## src/rtl/rptr_empty_ctrl.sv

```systemverilog
// Read-domain pointer and empty-flag controller for an asynchronous FIFO.
// Synchronises the write Gray pointer, advances the read pointer, and registers level/status flags.
module rptr_empty_ctrl #(
  parameter int ADDR_W      = 4,
  parameter int SYNC_STAGES = 2,
  parameter int AE_THRESH   = 2
) (
  input  logic              i_rclk,
  input  logic              i_rst_n,
  input  logic              i_ren,
  input  logic [ADDR_W:0]   i_wptr_gray,
  input  logic              i_clr_underflow,
  output logic [ADDR_W-1:0] o_raddr,
  output logic [ADDR_W:0]   o_rptr_gray,
  output logic              o_empty,
  output logic              o_almost_empty,
  output logic [ADDR_W:0]   o_rd_level,
  output logic              o_rvalid,
  output logic              o_underflow
);

  localparam int PW = ADDR_W + 1;
  localparam logic [PW-1:0] AE_T = PW'(AE_THRESH);

  if (ADDR_W < 2 || ADDR_W > 10) begin : g_bad_addr_w
    $error("rptr_empty_ctrl: ADDR_W=%0d outside 2..10", ADDR_W);
  end
  if (SYNC_STAGES < 2 || SYNC_STAGES > 4) begin : g_bad_sync
    $error("rptr_empty_ctrl: SYNC_STAGES=%0d outside 2..4", SYNC_STAGES);
  end
  if (AE_THRESH < 0 || AE_THRESH > (2**ADDR_W) - 1) begin : g_bad_ae
    $error("rptr_empty_ctrl: AE_THRESH=%0d outside 0..2**ADDR_W-1", AE_THRESH);
  end

  logic [SYNC_STAGES-1:0][PW-1:0] wsync_reg;
  logic [PW-1:0] wsync;
  logic [PW-1:0] wbin;

  logic [PW-1:0] rbin_reg;
  logic [PW-1:0] rgray_reg;
  logic          empty_reg;
  logic          almost_empty_reg;
  logic [PW-1:0] level_reg;
  logic          rvalid_reg;
  logic          underflow_reg;

  logic          acc;
  logic [PW-1:0] rbin_next;
  logic [PW-1:0] rgray_next;
  logic [PW-1:0] level_next;
  logic          empty_next;
  logic          almost_empty_next;
  logic          underflow_next;

  // Write pointer crosses into the read domain here; stage 0 may go metastable.
  always_ff @(posedge i_rclk or negedge i_rst_n) begin
    if (!i_rst_n) begin
      wsync_reg <= '0;
    end else begin
      wsync_reg[0] <= i_wptr_gray;
      for (int s = 1; s < SYNC_STAGES; s++) begin
        wsync_reg[s] <= wsync_reg[s-1];
      end
    end
  end

  assign wsync = wsync_reg[SYNC_STAGES-1];

  // Gray-to-binary: each binary bit is the XOR of all Gray bits at or above it.
  for (genvar gi = 0; gi < PW; gi++) begin : g_g2b
    assign wbin[gi] = ^wsync[PW-1:gi];
  end

  // Accept is gated by the registered flag only, so a stale empty can only block reads.
  assign acc        = i_ren & ~empty_reg;
  assign rbin_next  = rbin_reg + {{ADDR_W{1'b0}}, acc};
  assign rgray_next = rbin_next ^ (rbin_next >> 1);

  always_comb begin
    level_next        = wbin - rbin_next;
    empty_next        = (rgray_next == wsync);
    almost_empty_next = (level_next <= AE_T);
    underflow_next    = (i_ren & empty_reg) | (underflow_reg & ~i_clr_underflow);
  end

  always_ff @(posedge i_rclk or negedge i_rst_n) begin
    if (!i_rst_n) begin
      rbin_reg         <= '0;
      rgray_reg        <= '0;
      empty_reg        <= 1'b1;
      almost_empty_reg <= 1'b1;
      level_reg        <= '0;
      rvalid_reg       <= 1'b0;
      underflow_reg    <= 1'b0;
    end else begin
      rbin_reg         <= rbin_next;
      rgray_reg        <= rgray_next;
      empty_reg        <= empty_next;
      almost_empty_reg <= almost_empty_next;
      level_reg        <= level_next;
      rvalid_reg       <= acc;
      underflow_reg    <= underflow_next;
    end
  end

  assign o_raddr        = rbin_reg[ADDR_W-1:0];
  assign o_rptr_gray    = rgray_reg;
  assign o_empty        = empty_reg;
  assign o_almost_empty = almost_empty_reg;
  assign o_rd_level     = level_reg;
  assign o_rvalid       = rvalid_reg;
  assign o_underflow    = underflow_reg;

endmodule

```

## config.mk

```make
export PLATFORM = sky130hd
export DESIGN_NAME = rptr_empty_ctrl
export DESIGN_NICKNAME = d
export VERILOG_FILES = /design/src/rtl/rptr_empty_ctrl.sv
export SDC_FILE = /design/constraint.sdc
export NUM_CORES = 1
export LEC_CHECK = 0
export BUFFER_PORTS_ARGS = -buffer_cell sky130_fd_sc_hd__buf_2
export CORE_ASPECT_RATIO = 1.2
export CORE_MARGIN = 1.5
export CORE_UTILIZATION = 35
export CTS_CLUSTER_DIAMETER = 30
export DETAILED_ROUTE_END_ITERATION = 12
export SYNTH_ARGS = -nofsm -noshare
export SYNTH_HDL_FRONTEND = slang
export SYNTH_SLANG_ARGS = --single-unit
```

## constraint.sdc

```tcl
create_clock -name i_rclk -period 3.7 [get_ports i_rclk]
set_input_delay 1.11 -clock i_rclk [delete_from_list [all_inputs] [get_ports i_rclk]]
set_output_delay 1.11 -clock i_rclk [all_outputs]
set_load 0.01 [all_outputs]
```

==> run summary <==
First-pass GRT wire length: 3477 um
Crit. End Element: flop
Max-slew violations: 0
Vias in the first global route: 803
Leak: 0.7173 nW
Clock Skew: 2.868 ps
DRC viols: 0
Starting density of the core: 0.3684
Number of synthesized flops with an enable pin: 0
Detailed placement HPWL: 1529 um
Max reg flops: 10
Largest stage delay, worst path: 400 ps
DRT Pass-1 Iters: 5
Status: completed
Post-route minimum period: 3105 ps
Worst-path clk slew: 90 ps
RSZ-0062 raised after global routing: false
Power Density: 1013 nW/um2
Startpoint Class: input port
CTS Buf Count: 3
Routed met1 length: 839 um
Die Width: 57.12 um
Synth top area share: 0.5290
Worst-margin pin slew: 596.7 ps
Synthesized cell area: 1230 um2
Final hold violation count: 0
Antenna Cells: 0
Die area: 3880 um2
Worst Path Required: 3900 ps
Placed cell area: 1409 um2
RD Place Congestion: 0.7030
Clock sinks: 28
CTS tree: yes
Max cap viols: 0
Post-CTS setup buffers: 0
Top post-synthesis cells by area: dfrtp_1 53%, xor2_1 8.5%, xnor2_1 7.1%
Share of layout cells above drive strength 1: 0.3115
Post-CTS sizing: 0
CP max-delay cell: xor2_1
Total Routed Length: 2015 um
Maximum VDD drop: 0.0005490 V
Clk_lat worst skew: 270 ps
Commonest register cell after synthesis: dfrtp_1
FFs w/ async S/R, synth: 1.000
Worst Path Arrival: 3300 ps
Synth area leader: dfrtp_1
Initial DRC Count: 7
Area occupied by registers: 703.2 um2
Worst Hold Class: reg -> reg
Fillers: 312
Most common cell in the netlist: dfrtp_1
GRT Residual Overflow: 0
Synth Warn #: 0
DR WL/cell: 12.67 um
Vias per cell: 4.736
DR WL met3: 71 um
Antenna Violating Nets Remaining: 0
Setup TNS: 0 ps
Via count: 753
GR Util All Layers: 0.1211
# IOs: 27
Height of the die: 67.94 um
FMAX: 322.1 MHz
Relative slew slack: 0.6022
Design area: 1464 um2
Final setup violation count: 0
Synthesis-stage register bit count: 28
Final #Nets: 138
Crit Path Max Fanout: 4
Footprint of the multi-input gates: 491.7 um2
Syn Inst Count: 92
Port-buffer cells: 26
Site row count: 23
Setup CP Type: in -> reg
Register area share after synthesis: 0.5717
Netlist cell types: 26
Clock Root Buffer: clkbuf_8
Critical-path cell list: buf_2 > nor2b_1 > ha_1 > nand3_1 > xor2_1 > ha_1 > a21oi_1 > xnor2_1 > nor3_1 > a31oi_1 > a31oi_1
Post-CTS Hold Fix Bufs: 0
Largest net degree at the start of global routing: 29
Post-synth top cells: 26 x dfrtp_1, 12 x xor2_1, 10 x xnor2_1
Avg Inst Size Synth: 13.37 um2
Initial antenna violation count: 0
Met2 WL: 1044 um
Hold_ws: 354.7 ps
Post-route total power: 1.482 mW
Core Box Area: 3338 um2
Buffer depth of the longest clock path: 2
Uppermost layer routed: met4
Syn nets: 107
Final Cycle Share: 0.8391
Synth-to-Final Area Change: 19.02%
H-tree depth: 1
[worst max-delay path, delay by kind of cell]
| family | cells | cell delay [ps] |
|---|---|---|
| AND/OR/NAND/NOR | 3 | 460 |
| AO/OA/AOI/OAI | 3 | 620 |
| adder cells (fa/ha/maj) | 2 | 530 |
| XOR/XNOR | 2 | 510 |
| buffers and inverters | 1 | 80 |
[power breakdown]
group	leakage [nW]	internal (mW)	total (mW)	switching [mW]
combinational	0.362	0.381	0.835	0.454
sequential	0.327	0.417	0.460	0.0426
clock	0.0288	0.0953	0.187	0.0918
[final cells by class]
class	count	share of cell area
clock buffers	4	0.03761
repair buffers	27	0.09402
multi-input cells	55	0.3359
inverters	8	0.02051
flip-flops and latches	28	0.4803
well taps	37	0.03162
[cells in the final DEF, fill, tap and decap left out]
master / count
buf_2: 26
dfrtp_1: 26
xor2_1: 12
xnor2_1: 10
inv_1: 8
ha_1: 6
clkbuf_8: 4
nand3_1: 3
nand2_1: 3
xnor2_2: 2
nor2b_1: 2
nor3_1: 2
a31oi_1: 2
dfstp_2: 2
o21bai_1: 1
maj3_1: 1
o21bai_4: 1
xnor3_4: 1
a21oi_1: 1
and3_1: 1
o2111a_1: 1
o21ai_0: 1
nor2_1: 1
mux2i_1: 1
or3_1: 1
nand4_1: 1
nand2b_4: 1
buf_4: 1
[routing by layer]
metal	GRT usage	vias up
met2	0.2227	20
met3	0.02268	7
met5	0	-
li1	-	359
met1	0.1300	367
met4	0.06977	0
[logic make-up after synthesis]
group           count (synthesis)  synth area share
flops                          28            0.5717
xor+xnor                       25            0.2045
simple gates                   15           0.06917
buf+inv                         9           0.02848
compound gates                  7           0.04882
fa+ha+maj                       7           0.06917
mux                             1          0.008139
[per-stage QoR]
step,std cells,setup WS [ps],util
2_1_floorplan,92,504.4,-
5_1_grt,159,296.3,0.4385
4_1_cts,159,568.1,0.4385
6_report,159,595.5,0.4385
3_5_place_dp,155,294.5,0.4220
3_3_place_gp,155,479.6,0.4220
[worst paths after layout]
path	to	startpoint	cells past startpoint	slack, ps
setup / recovery	o_almost_empty	i_ren	11	600
hold / removal	wsync[2]	wsync_reg[2]	0	350
setup reg to reg	o_almost_empty	o_empty	10	1060
hold reg to reg	wsync[2]	wsync_reg[2]	0	350
max in group asynchronous	wsync_reg[0]	i_rst_n	1	2480
min in group asynchronous	o_rd_level[3]	i_rst_n	1	830
Power figures use the tool's default switching activity.
